$ cat config.mk
export PLATFORM = sky130hd
export DESIGN_NAME = auto_player
export DESIGN_NICKNAME = d
export VERILOG_FILES = /design/src/rtl/auto_player_pkg.sv /design/src/rtl/song_rom.sv /design/src/rtl/auto_player.sv
export SDC_FILE = /design/constraint.sdc
export NUM_CORES = 1
export LEC_CHECK = 0
export ABC_AREA = 0
export CAP_MARGIN = 40
export CORE_MARGIN = 1.5
export CORE_UTILIZATION = 50
export CTS_CLUSTER_DIAMETER = 100
export DETAILED_ROUTE_END_ITERATION = 8
export GPL_ROUTABILITY_DRIVEN = 0
export GPL_TIMING_DRIVEN = 1
export PLACE_DENSITY = 0.73
export SLEW_MARGIN = 30
export SYNTH_ARGS = -nofsm -noshare
export SYNTH_HDL_FRONTEND = slang
export SYNTH_SLANG_ARGS = --single-unit
$ cat constraint.sdc
create_clock -name clk -period 4.15 [get_ports clk]
set_clock_uncertainty 0.05 [all_clocks]
set_input_delay 0.83 -clock clk [delete_from_list [all_inputs] [get_ports clk]]
set_output_delay 0.83 -clock clk [all_outputs]
set_load 0.02 [all_outputs]
$ cat src/rtl/auto_player_pkg.sv
// Shared definitions for the auto player: FSM states, note and tempo codes,
// ROM word layout and the ROM images (production melodies and a short bring-up image).
package auto_player_pkg;

    typedef enum logic [1:0] {
        ST_FETCH  = 2'd0,
        ST_DECODE = 2'd1,
        ST_PLAY   = 2'd2,
        ST_GAP    = 2'd3
    } state_t;

    localparam logic [3:0] NOTE_REST = 4'h0;
    localparam logic [3:0] NOTE_MAX  = 4'h7;
    localparam logic [3:0] END_MARK  = 4'hF;

    localparam logic [1:0] TEMPO_NORMAL = 2'b00;
    localparam logic [1:0] TEMPO_FAST   = 2'b01;
    localparam logic [1:0] TEMPO_SLOW   = 2'b10;

    localparam int NOTE_W   = 4;
    localparam int DUR_W    = 4;
    localparam int OCT_W    = 2;
    localparam int OCT_LSB  = 0;
    localparam int DUR_LSB  = OCT_LSB + OCT_W;
    localparam int NOTE_LSB = DUR_LSB + DUR_W;
    localparam int WORD_W   = NOTE_LSB + NOTE_W;

    localparam int ROM_IMAGE_SONGS = 0;
    localparam int ROM_IMAGE_TEST  = 1;

    // Melodies stored one note per nibble, first note in the most significant nibble.
    localparam int               TWINKLE_LEN = 14;
    localparam logic [55:0]      TWINKLE     = 56'h11556654433221;
    localparam int               MARY_LEN    = 7;
    localparam logic [27:0]      MARY        = 28'h3212333;

    function automatic logic [WORD_W-1:0] rom_word(input logic [NOTE_W-1:0] note,
                                                   input logic [DUR_W-1:0]  dur,
                                                   input logic [OCT_W-1:0]  oct);
        return {note, dur, oct};
    endfunction

    function automatic logic [WORD_W-1:0] song_word(input int image, input int song, input int pos);
        logic [WORD_W-1:0] w;
        w = rom_word(END_MARK, 4'd0, 2'd0);
        if (image == ROM_IMAGE_TEST) begin
            case (song)
                0: if (pos == 0) w = rom_word(4'd3, 4'd2, 2'd1);
                1: begin
                    if (pos == 7)     w = rom_word(4'd2, 4'd1, 2'd3);
                    else if (pos < 7) w = rom_word(4'(pos + 1), 4'd1, 2'd0);
                end
                2: begin
                    if (pos == 0)      w = rom_word(4'd5, 4'd3, 2'd2);
                    else if (pos == 1) w = rom_word(4'd6, 4'd3, 2'd0);
                end
                default: ;
            endcase
        end else begin
            case (song)
                0: if (pos < TWINKLE_LEN)
                    w = rom_word(TWINKLE[4*(TWINKLE_LEN-1-pos) +: 4],
                                 (pos == 6 || pos == 13) ? 4'd2 : 4'd1, 2'd1);
                1: begin
                    if (pos < 7)       w = rom_word(4'(pos + 1), 4'd1, 2'd1);
                    else if (pos == 7) w = rom_word(4'd1, 4'd4, 2'd2);
                end
                2: if (pos < MARY_LEN)
                    w = rom_word(MARY[4*(MARY_LEN-1-pos) +: 4],
                                 (pos == MARY_LEN-1) ? 4'd2 : 4'd1, 2'd1);
                default: ;
            endcase
        end
        return w;
    endfunction

endpackage

$ cat src/rtl/song_rom.sv
// Synchronous song ROM addressed by {song, position}; data is valid one cycle after the address.
module song_rom
    import auto_player_pkg::*;
#(
    parameter int NUM_SONGS = 3,
    parameter int MAX_LEN   = 56,
    parameter int ROM_IMAGE = ROM_IMAGE_SONGS,
    localparam int SONG_W   = $clog2(NUM_SONGS),
    localparam int POS_W    = $clog2(MAX_LEN)
) (
    input  logic              clk,
    input  logic [SONG_W-1:0] i_song,
    input  logic [POS_W-1:0]  i_pos,
    output logic [WORD_W-1:0] o_data
);

    logic [WORD_W-1:0] r_data;

    // NOTE: ROM output register has no reset; the FSM never consumes it before a FETCH cycle.
    always_ff @(posedge clk) begin
        if (int'(i_song) < NUM_SONGS && int'(i_pos) < MAX_LEN)
            r_data <= song_word(ROM_IMAGE, int'(i_song), int'(i_pos));
        else
            r_data <= rom_word(END_MARK, 4'd0, 2'd0);
    end

    assign o_data = r_data;

endmodule

$ cat src/rtl/auto_player.sv
// Automatic song player: fetches notes from song_rom, times each note with a tempo-scaled
// counter, inserts a silent gap, and handles pause, song select and loop/advance.
module auto_player
    import auto_player_pkg::*;
#(
    parameter int NUM_SONGS   = 3,
    parameter int MAX_LEN     = 56,
    parameter int TICK_CYCLES = 10000000,
    parameter int GAP_CYCLES  = 500000,
    parameter int ROM_IMAGE   = ROM_IMAGE_SONGS
) (
    input  logic       clk,
    input  logic       reset,
    input  logic [1:0] song_select,
    input  logic       pause,
    input  logic [1:0] tempo_sel,
    input  logic       loop_mode,
    output logic [3:0] note_to_play,
    output logic [1:0] octave_auto,
    output logic [6:0] led_out,
    output logic [3:0] num,
    output logic       playing
);

    localparam int SONG_W = $clog2(NUM_SONGS);
    localparam int POS_W  = $clog2(MAX_LEN);
    localparam int CNT_W  = $clog2(30 * TICK_CYCLES + 1);

    localparam logic [CNT_W-1:0]  UNIT_NORMAL = CNT_W'(TICK_CYCLES);
    localparam logic [CNT_W-1:0]  UNIT_FAST   = CNT_W'(TICK_CYCLES / 2);
    localparam logic [CNT_W-1:0]  UNIT_SLOW   = CNT_W'(2 * TICK_CYCLES);
    localparam logic [CNT_W-1:0]  GAP_LEN     = CNT_W'(GAP_CYCLES);
    localparam logic [SONG_W-1:0] LAST_SONG   = SONG_W'(NUM_SONGS - 1);
    localparam logic [POS_W-1:0]  LAST_POS    = POS_W'(MAX_LEN - 1);

    state_t            r_state, w_state_nx;
    logic [SONG_W-1:0] r_song,  w_song_nx;
    logic [POS_W-1:0]  r_pos,   w_pos_nx;
    logic [CNT_W-1:0]  r_cnt,   w_cnt_nx;
    logic [3:0]        r_note,  w_note_nx;
    logic [1:0]        r_oct,   w_oct_nx;
    logic [6:0]        r_led,   w_led_nx;
    logic [1:0]        r_sel_prev;

    logic [1:0]        w_sel_rise;
    logic              w_sel_next;
    logic              w_sel_prev;
    logic [WORD_W-1:0] w_rom_data;
    logic [NOTE_W-1:0] w_rom_note;
    logic [DUR_W-1:0]  w_rom_dur;
    logic [OCT_W-1:0]  w_rom_oct;
    logic [CNT_W-1:0]  w_unit;
    logic [CNT_W-1:0]  w_note_len;

    song_rom #(
        .NUM_SONGS (NUM_SONGS),
        .MAX_LEN   (MAX_LEN),
        .ROM_IMAGE (ROM_IMAGE)
    ) u_song_rom (
        .clk    (clk),
        .i_song (r_song),
        .i_pos  (r_pos),
        .o_data (w_rom_data)
    );

    assign w_rom_note = w_rom_data[NOTE_LSB +: NOTE_W];
    assign w_rom_dur  = w_rom_data[DUR_LSB  +: DUR_W];
    assign w_rom_oct  = w_rom_data[OCT_LSB  +: OCT_W];

    // Simultaneous next and previous edges cancel each other out.
    assign w_sel_rise = song_select & ~r_sel_prev;
    assign w_sel_next = w_sel_rise[0] & ~w_sel_rise[1];
    assign w_sel_prev = w_sel_rise[1] & ~w_sel_rise[0];

    function automatic logic [6:0] led_decode(input logic [3:0] note);
        logic [6:0] led;
        led = '0;
        if (note != NOTE_REST && note <= NOTE_MAX)
            led = 7'b1 << (note - 4'd1);
        return led;
    endfunction

    always_comb begin
        case (tempo_sel)
            TEMPO_FAST:   w_unit = UNIT_FAST;
            TEMPO_SLOW:   w_unit = UNIT_SLOW;
            TEMPO_NORMAL: w_unit = UNIT_NORMAL;
            default:      w_unit = UNIT_NORMAL;
        endcase
        w_note_len = (CNT_W'((w_rom_dur == '0) ? 4'd1 : w_rom_dur) * w_unit) - GAP_LEN;
    end

    // NOTE: every next-state signal gets a hold default first so no latch is inferred.
    always_comb begin
        w_state_nx = r_state;
        w_song_nx  = r_song;
        w_pos_nx   = r_pos;
        w_cnt_nx   = r_cnt;
        w_note_nx  = r_note;
        w_oct_nx   = r_oct;
        w_led_nx   = r_led;

        if (w_sel_next || w_sel_prev) begin
            if (w_sel_next)
                w_song_nx = (r_song == LAST_SONG) ? '0 : r_song + 1'b1;
            else
                w_song_nx = (r_song == '0) ? LAST_SONG : r_song - 1'b1;
            w_pos_nx   = '0;
            w_cnt_nx   = '0;
            w_note_nx  = NOTE_REST;
            w_led_nx   = '0;
            w_state_nx = ST_FETCH;
        end else if (!pause) begin
            case (r_state)
                ST_FETCH: w_state_nx = ST_DECODE;
                ST_DECODE: begin
                    if (w_rom_note > NOTE_MAX) begin
                        w_pos_nx = '0;
                        if (!loop_mode)
                            w_song_nx = (r_song == LAST_SONG) ? '0 : r_song + 1'b1;
                        w_state_nx = ST_FETCH;
                    end else begin
                        w_note_nx  = w_rom_note;
                        w_oct_nx   = w_rom_oct;
                        w_led_nx   = led_decode(w_rom_note);
                        w_cnt_nx   = w_note_len;
                        w_state_nx = ST_PLAY;
                    end
                end
                ST_PLAY: begin
                    if (r_cnt <= CNT_W'(1)) begin
                        w_cnt_nx   = '0;
                        w_note_nx  = NOTE_REST;
                        w_led_nx   = '0;
                        w_state_nx = ST_GAP;
                    end else begin
                        w_cnt_nx = r_cnt - 1'b1;
                    end
                end
                ST_GAP: begin
                    if (r_cnt == GAP_LEN - 1'b1) begin
                        w_cnt_nx   = '0;
                        w_pos_nx   = (r_pos == LAST_POS) ? '0 : r_pos + 1'b1;
                        w_state_nx = ST_FETCH;
                    end else begin
                        w_cnt_nx = r_cnt + 1'b1;
                    end
                end
                default: w_state_nx = ST_FETCH;
            endcase
        end
    end

    // NOTE: sequential state uses non-blocking assignments so all registers update together.
    always_ff @(posedge clk or negedge reset) begin
        if (!reset) begin
            r_state    <= ST_FETCH;
            r_song     <= '0;
            r_pos      <= '0;
            r_cnt      <= '0;
            r_note     <= NOTE_REST;
            r_oct      <= '0;
            r_led      <= '0;
            r_sel_prev <= 2'b00;
        end else begin
            r_state    <= w_state_nx;
            r_song     <= w_song_nx;
            r_pos      <= w_pos_nx;
            r_cnt      <= w_cnt_nx;
            r_note     <= w_note_nx;
            r_oct      <= w_oct_nx;
            r_led      <= w_led_nx;
            r_sel_prev <= song_select;
        end
    end

    // Pause silences the outputs without disturbing the held note, so release restores it.
    assign note_to_play = pause ? NOTE_REST : r_note;
    assign led_out      = pause ? 7'd0 : r_led;
    assign octave_auto  = r_oct;
    assign num          = 4'(r_song);
    assign playing      = (r_state == ST_PLAY) && !pause;

endmodule

== Yosys cells after proc, flatten, opt, wreduce, memory -nomap -nowiden ==
Cells that the tools add are included.
W data, S select, Z words.

* $add $sub $neg: 10
* $mul: 1
* Magnitude comparators: 7
* Equality and inequality tests: 18
* Shifts and indexed selects: 3
* Mux-type cells: 48
* Bitwise operators: 9
* Reduce and logical (&&, ||, !) cells: 21

{| class="wikitable"
|+ Operators by type and width
! cell !! number
|-
| $mux W29 || 5
|-
| $pmux W29 S3 || 1
|-
| $shiftx A56 B32 Y4 const A || 1
|-
| $pmux W25 S2 || 1
|-
| $mux W7 || 6
|-
| $mux W10 || 4
|-
| $shiftx A28 B32 Y4 const A || 1
|-
| $mux W2 || 15
|-
| $mux W6 || 5
|-
| $pmux W10 S3 || 1
|-
| $add A29 B1 Y29 const B || 1
|-
| $eq A29 B19 Y1 const B || 1
|-
| $le A29 B1 Y1 const B || 1
|-
| $mul A4 B29 Y29 || 1
|-
| $sub A29 B1 Y29 const B || 1
|-
| $sub A29 B19 Y29 const B || 1
|-
| $mux W4 || 6
|-
| $reduce_and A4 Y1 || 4
|-
| $pmux W7 S2 || 1
|-
| $eq A6 B4 Y1 const B || 2
|-
| $ne A3 B3 Y1 const B || 4
|-
| $pmux W6 S2 || 1
|-
| $eq A2 B2 Y1 const B || 4
|-
| $pmux W2 S4 || 1
|-
| other kinds (32) || 48
|}

* Flip-flop bits (word level): 64
* Input port bits: 8
* Output and inout bits: 18
* Logic and storage cells: 126

== Longest topological paths before layout ==
Gate-level depths: netlist of the first run.

* Depth in word-level cells: 8
* Depth in mapped cells: 18
* Depth with buffers taken out: 18

== By module ==
From an unflattened synthesis of the first run, not the netlist that was laid out.

* Cells, all modules: 954
* Area total of the unflattened synthesis: 7548.5 um^2

{| class="wikitable"
|+ Modules (own cells, without submodules)
! module !! instances !! cells an instance !! area each (um^2) !! sequential area each (um^2)
|-
| auto_player || 1 || 869 || 6797.8 || 1351.3
|-
| song_rom || 1 || 85 || 750.7 || 160.2
|}

== Least setup slack after synthesis of the first run ==
Ideal clock, no wire load.

* Path kind: input to register
* Start: input tempo_sel[0]
* End: register r_cnt[25]
* Library setup time: 132 ps
* Arrival time: 4630 ps
* Data required time: 3968 ps
* Slack: -662 ps
* Stages: 17
* Path buffers: 0
* Cell sequence: inv_1 ha_1 and2_1 ha_1 inv_1 fa_1 inv_1 fa_1 ha_1 nand2b_1 a21oi_1 o31a_1 a221o_1 a21oi_1 o21ai_0 a2111oi_0 o31ai_1

* Cells in the longest elaborated chain, start to end: 8
* Elaborated cells between the ends (all ways): 9
* Those cells by class: add/sub (1); mul (1); eq/ne (2); mux (5)

{| class="wikitable"
|+ RTL lines
! what !! RTL line !! text
|-
| start, declared || auto_player.sv:16 || <nowiki>input logic [1:0] tempo_sel,</nowiki>
|-
| $eq A2 B2 Y1 or $eq A2 B1 Y1 (tied branches) || auto_player.sv:84 || <nowiki>case (tempo_sel)</nowiki>
|-
| $pmux W25 S2 * || auto_player.sv:84 ||
|-
| $mul A4 B29 Y29 * || auto_player.sv:90 || <nowiki>w_note_len = (CNT_W'((w_rom_dur == '0) ? 4'd1 : w_rom_dur) * w_unit) - GAP_LEN;</nowiki>
|-
| $sub A29 B19 Y29 * || auto_player.sv:90 ||
|-
| $mux W29 * || auto_player.sv:117 || <nowiki>if (w_rom_note > NOTE_MAX) begin</nowiki>
|-
| $pmux W29 S3 * || auto_player.sv:114 || <nowiki>case (r_state)</nowiki>
|-
| $mux W29 * || auto_player.sv:113 || <nowiki>end else if (!pause) begin</nowiki>
|-
| $mux W29 * || auto_player.sv:103 || <nowiki>if (w_sel_next || w_sel_prev) begin</nowiki>
|-
| end signal, assigned || auto_player.sv:169 || <nowiki>r_cnt <= w_cnt_nx;</nowiki>
|-
| end, declared || auto_player.sv:39 || <nowiki>logic [CNT_W-1:0] r_cnt, w_cnt_nx;</nowiki>
|}

Mark *: on every way between the ends. The rest lies on a longest branch, timed or not. The select of a mux whose other input is x is not followed.
A chain may end at the register's enable or synchronous reset.

== Worst setup path after layout of the first run ==
* Start: input tempo_sel[0]
* End: register r_cnt[27]

Same word-level chain as after synthesis.

==> results of run 1 <==
[metrics by stage]
stage | instances | util (%) | TNS, ns | total power, mW
floorplan | 850 | - | -1.404 | 2.457
global placement | 1084 | 58.71 | -14.33 | 2.923
detailed placement | 1086 | 58.80 | -15.58 | 2.962
CTS | 1104 | 62.00 | -0.5494 | 3.770
global route | 1109 | 62.77 | -2.188 | 4.100
finish | 1109 | 62.77 | -0.6747 | 3.834
[worst paths after layout]
check	endpoint	depth (start not counted)
min in group asynchronous	r_note[2]	1
worst min-delay path	octave_auto[0]	1
max in group asynchronous	r_pos[0]	2
worst max-delay path	r_cnt[27]	18
worst max register to register	r_cnt[27]	15
worst min register to register	octave_auto[0]	1
[state kept, by name (all words and copies together) (netlist names)]
register	flops
r_sel_prev	2
r_song	2
r_pos	6
u_song_rom.o_data	8
r_led	7
r_note	4
octave_auto	2
r_state	2
r_cnt	29
[cell usage after synthesis, types with 12 or more instances]
library cell / number
a21oi_1: 38
and2_1: 13
clkbuf_1: 37
dfrtp_1: 54
fa_1: 25
ha_1: 58
inv_1: 82
nand2_1: 69
nand2b_1: 18
nand3_1: 18
nand4_1: 12
nor2_1: 75
nor2b_1: 14
nor3_1: 17
nor4_1: 13
o211ai_1: 12
o21ai_0: 62
or3_1: 13
xnor2_1: 26
xor2_1: 25
[timing repair]
item	4_1_cts	5_1_grt
setup buffers	4	5
gates cloned	0	0
gates resized for setup	35	12
endpoints found under the setup margin	19	11
pin swaps	26	20
[layout make-up]
type	instances	area share, %
Clock buffer	9	2.699
Timing Repair Buffer	117	11.29
Multi-Input combinational cell	656	60.54
Sequential cell	62	18.11
Tap cell	176	2.639
Inverter	82	3.838
Clock inverter	7	0.8846
[metal layers]
metal,track usage [%],vias to the layer above,wire length [um]
li1,-,3149,-
met1,36.77,3026,8415
met2,42.49,219,8503
met3,4.705,44,1038
met4,10.71,0,480
met5,0,-,0
[power by group]
group	internal [mW]	switching [mW]
Combinational	0.823	1.18
Clock	0.467	0.304
Sequential	0.768	0.293
[logic make-up after synthesis]
kind of cell / count (synthesis)
adders and majority gates: 83
other: 1
AOI/OAI and AO/OA: 217
and+or+nand+nor: 289
buffers and inverters: 132
xor gates and xnor gates: 51
muxes: 14
DFF: 62
==> flow_summary.json, run 1 <==
{
  "post_dp_cell_area_sq_um": 7818,
  "htreeDepth": 3,
  "timing.hold.ws_ns": 0.4219,
  "areaGrowthSynthToFinish_pct": 22.39,
  "synth_area_sq_um": 6819,
  "wl_per_cell_um": 16.62,
  "drive_above_1_share_pct": 19.08,
  "cpMostUsedCell": "ha_4",
  "cts-root-buf": "clkbuf_16",
  "grt_max_degree": 29,
  "cts_tree": "yes",
  "synth_edf_count": 0,
  "fmax_mhz": 231.7,
  "multi_input_area_sq_um": 5052,
  "setup_slack_ns": -0.1669,
  "start_util_pct": 51.29,
  "synth_area_leaders": "dfrtp_1 (20%), ha_1 (11%), fa_1 (7.3%)",
  "dpl.hpwl_um": 13830,
  "synth_fa_ha_area_share_pct": 17.98,
  "crit_family": "adder cells",
  "synthXorXnorAreaFrac_pct": 6.550,
  "r2r_start": "u_song_rom.o_data[4]",
  "path_clk_slew_ns": 0.06,
  "overflow": 0,
  "postSynthCellCount": 849,
  "synth-compound-area-share_pct": 21.27,
  "required_ns": 4.35,
  "status": "finished with violations",
  "seqCellArea_sq_um": 1511,
  "cp-start-kind": "input pin",
  "nets": 1019,
  "ant_nets": 0,
  "final_common_cell": "buf_4",
  "synth_top_family_by_area": "simple AND/OR/NAND/NOR gates",
  "place_ws_ns": -1.121,
  "port_buffers": 23,
  "r2r_slack_ns": 0.18,
  "grt.total_usage_pct": 26.93,
  "critical_path_class": "in2reg",
  "grt_pass1_wl_um": 30970,
  "design_area_sq_um": 8346,
  "yosys.area.top_type": "dfrtp_1",
  "drt_iter0_drc": 588,
  "fp.dieW_um": 119.8,
  "clock_path_buffers": 2,
  "io_pins": 26,
  "period_needed_ns": 4.317,
  "hold_class": "reg2reg",
  "critPathMaxFanout": 5,
  "synthSimpleGateAreaFrac_pct": 21.63,
  "holdBufCountCts": 0,
  "worstSetupStartpoint": "tempo_sel[0]",
  "drcViolationCount": 0,
  "crit_slowest_cell": "fa_2",
  "violations": "setup timing",
  "grt_pass1_vias": 6304,
  "diodes": 0,
  "path_cells": "buf_12 > inv_12 > ha_4 > and2_4 > ha_4 > inv_2 > fa_1 > inv_2 > fa_2 > ha_4 > nand2b_4 > a21oi_2 > o31a_1 > a221o_1 > a21oi_2 > o21ai_4 > a211o_1 > a211oi_2",
  "ys_seq_elements": 62,
  "tightest_slew_ns": 0.8095,
  "antenna_found_initial": 0,
  "cts_made_buffers": 9,
  "yosysWarnings": 0,
  "dieArea_sq_um": 14350,
  "setup_violations": 7,
  "seq_area_frac_synth_pct": 22.17,
  "cpPeakStageDelay_ns": 0.55,
  "synth_cell_type_count": 75,
  "ys.flop_type": "dfrtp_1",
  "maxCapViolations": 0,
  "clock_latency_ns": 0.34,
  "fillers": 1118,
  "worstHoldStart": "u_song_rom.o_data[0]",
  "chipHeight_um": 119.8,
  "rsz0062_at_grt": "yes",
  "final_max_slew_viol_count": 0,
  "synth_top_area_share_pct": 19.82,
  "p_leak_nw": 3.865,
  "viasPerCell": 5.805,
  "finalCritPeriodShare_pct": 104.0,
  "power.density_nw_per_um2": 459.4,
  "arrival_ns": 4.51,
  "final_cell_mix": "buf_4 (92), inv_1 (76), nor2_1 (74)",
  "synth_area_per_cell_sq_um": 8.032,
  "synthArstFlopShare_pct": 87.10,
  "synthMuxAreaShare_pct": 2.239,
  "clock_sinks": 62,
  "drt-total-wl_um": 18440,
  "ir_drop_mv": 0.2630,
  "finalHoldViolCount": 0,
  "max_slew_margin_pct": 45.53,
  "vias": 6438,
  "dr.pass1.iters": 6,
  "coreArea_sq_um": 13300,
  "row_count": 42,
  "end_kind": "flop",
  "cp_num_buf_inv": 4
}
No activity file was read; power rests on OpenSTA's default activity.
==> run 2: changes to the inputs <==
--- a/config.mk
+++ b/config.mk
@@ -7,13 +7,15 @@
 export LEC_CHECK = 0
 export ABC_AREA = 0
 export CAP_MARGIN = 40
+export CELL_PAD_IN_SITES_DETAIL_PLACEMENT = 0
+export CELL_PAD_IN_SITES_GLOBAL_PLACEMENT = 1
 export CORE_MARGIN = 1.5
-export CORE_UTILIZATION = 50
+export CORE_UTILIZATION = 43
 export CTS_CLUSTER_DIAMETER = 100
 export DETAILED_ROUTE_END_ITERATION = 8
 export GPL_ROUTABILITY_DRIVEN = 0
 export GPL_TIMING_DRIVEN = 1
-export PLACE_DENSITY = 0.73
+export PLACE_DENSITY = 0.81
 export SLEW_MARGIN = 30
 export SYNTH_ARGS = -nofsm -noshare
 export SYNTH_HDL_FRONTEND = slang
==> run 2 against run 1 <==
Effect of this change: the run still ends with setup timing left; final cell count grew 3.2%; sequential power is essentially flat; combinational power grew 2%; via count grew 0.89%; register-to-register slack lost 0.10 ns; cell area grew 0.82%; largest cell class unchanged.
==> flow_summary.json, run 2 (synthesis results as in run 1) <==
{
  "largest_reg_flops": 29,
  "drive_above_1_share_pct": 19.61,
  "ir_drop_mv": 0.2794,
  "fillers": 1398,
  "row_count": 45,
  "drt-total-wl_um": 19890,
  "cts_tree": "yes",
  "worstSetupStartpoint": "tempo_sel[0]",
  "finalHoldViolCount": 0,
  "intPower_mw": 2.122,
  "setup_violations": 9,
  "period_needed_ns": 4.315,
  "multi_input_area_sq_um": 5054,
  "comb_power_share_pct": 52.2,
  "status": "finished with violations",
  "tightest_slew_ns": 0.8169,
  "vias": 6495,
  "finalCritPeriodShare_pct": 104.0,
  "diodes": 0,
  "pwr-share-clk_pct": 21.3,
  "grt_max_degree": 33,
  "grt_pass1_vias": 6403,
  "p_sw_mw": 1.787,
  "crit_slowest_cell": "fa_2",
  "htreeDepth": 3,
  "final_max_slew_viol_count": 0,
  "setup_slack_ns": -0.1646,
  "port_buffers": 23,
  "path_clk_slew_ns": 0.06,
  "start_util_pct": 44.36,
  "grt.total_usage_pct": 24.68,
  "fp.dieW_um": 128.9,
  "dieArea_sq_um": 16620,
  "p_leak_nw": 3.874,
  "seqCellArea_sq_um": 1511,
  "io_pins": 26,
  "critPathCapture": "r_cnt[27]",
  "rsz0062_at_grt": "yes",
  "viasPerCell": 5.677,
  "grt_pass1_wl_um": 32190,
  "r2r_cells": 15,
  "path_cells": "buf_12 > inv_12 > ha_4 > and2_4 > ha_4 > inv_2 > fa_2 > inv_2 > fa_2 > ha_4 > nand2b_4 > a21oi_2 > o31a_1 > a221o_1 > a21oi_2 > o21ai_4 > a211o_1 > a211oi_2",
  "wl_per_cell_um": 17.39,
  "cts_made_buffers": 9,
  "drt_iter0_drc": 435,
  "ant_nets": 0,
  "r2r_start": "u_song_rom.o_data[4]",
  "cp-start-kind": "input pin",
  "chipHeight_um": 128.9,
  "overflow": 0,
  "clock_path_buffers": 2,
  "critPathMaxFanout": 5,
  "dpl.hpwl_um": 15050,
  "required_ns": 4.36,
  "end_kind": "flop",
  "dr.pass1.iters": 6,
  "fmax_mhz": 231.8,
  "cpMostUsedCell": "ha_4",
  "r2r_slack_ns": 0.08,
  "clock_sinks": 62,
  "final_common_cell": "buf_4",
  "areaGrowthSynthToFinish_pct": 23.39,
  "max_slew_margin_pct": 45.04,
  "arrival_ns": 4.52,
  "top_register": "r_cnt",
  "timing.hold.ws_ns": 0.4129,
  "critical_path_class": "in2reg",
  "maxCapViolations": 0,
  "fin_tns_setup_ns": -0.9662,
  "power.density_nw_per_um2": 464.5,
  "reg2reg_to": "r_cnt[22]",
  "clock_latency_ns": 0.34,
  "drcViolationCount": 0,
  "violations": "setup timing",
  "switching_share_pct": 45.72,
  "cts-root-buf": "clkbuf_16",
  "antenna_found_initial": 0,
  "nets": 1019,
  "hold_class": "in2async",
  "final_cell_mix": "buf_4 (93), inv_1 (75), nor2_1 (74)",
  "cpPeakStageDelay_ns": 0.54,
  "pwr-share-seq_pct": 26.6,
  "coreArea_sq_um": 15370
}
==> run 2: cell count changes in the layout (fill, tap and decap cells not counted), sizes merged <==
cell,previous run,this run
bufinv,1,2
clkinv,4,2
clkinvlp,1,2
==> run 2: what timing repair did <==
| action | CTS | global route |
|---|---|---|
| endpoints found under the hold margin | 0 | 0 |
| resized for setup | 35 | 12 |
| hold buffers | 0 | 0 |
| endpoints found under the setup margin | 20 | 13 |
| setup buffers | 4 | 1 |
| pin swaps | 28 | 17 |
==> run 2: how the worst min path moves through the flow <==
stage | startpoint | to | slack (ns) | depth (start not counted)
6_report | reset | r_note[2] | 0.41 | 1
5_1_grt | u_song_rom.o_data[0] | octave_auto[0] | 0.43 | 1
4_1_cts | u_song_rom.o_data[0] | octave_auto[0] | 0.41 | 1
3_5_place_dp | u_song_rom.o_data[0] | octave_auto[0] | 0.40 | 1
3_3_place_gp | u_song_rom.o_data[0] | octave_auto[0] | 0.39 | 1
2_1_floorplan | u_song_rom.o_data[0] | octave_auto[0] | 0.39 | 1
==> run 2: layout make-up <==
class | instances | area share, %
Sequential cell | 62 | 17.96
Clock buffer | 9 | 2.677
Tap cell | 211 | 3.138
Multi-Input combinational cell | 656 | 60.06
Clock inverter | 7 | 1.160
Inverter | 82 | 3.836
Timing Repair Buffer | 117 | 11.17
==> run 2: power by group through the flow <==
stage	clock network, mW	registers [mW]	logic, mW
after floorplan	0	0.885	1.57
after global placement	0	1.03	1.92
after detailed placement	0	1.04	1.96
after CTS	0.842	1.03	2.01
after global routing	0.873	1.07	2.22
final	0.832	1.04	2.04
==> run 2: metrics by stage <==
step	worst slack [ns]	util, %	cells	instance area (sq um)	power (mW)
floorplan	-0.2927	-	850	6955	2.457
global placement	-1.120	51.27	1122	7880	2.946
detailed placement	-1.225	51.35	1124	7893	2.999
CTS	-0.1962	54.30	1143	8347	3.877
global route	-0.3175	54.74	1144	8414	4.159
finish	-0.1646	54.74	1144	8414	3.909
==> run 2: worst max-delay path, delay by kind of cell <==
family,cells,cell delay [ns]
AOI/OAI and AO/OA,7,1.52
adders and majority gates,5,1.70
and+or+nand+nor,2,0.25
buffers and inverters,4,0.20
==> run 2: layer usage <==
| layer | part of all wire, % | GRT usage, % |
|---|---|---|
| met1 | 46 | 33.13 |
| met2 | 46 | 40.42 |
| met3 | 4.7 | 3.451 |
| met4 | 2.8 | 9.319 |
| met5 | 0 | 0 |
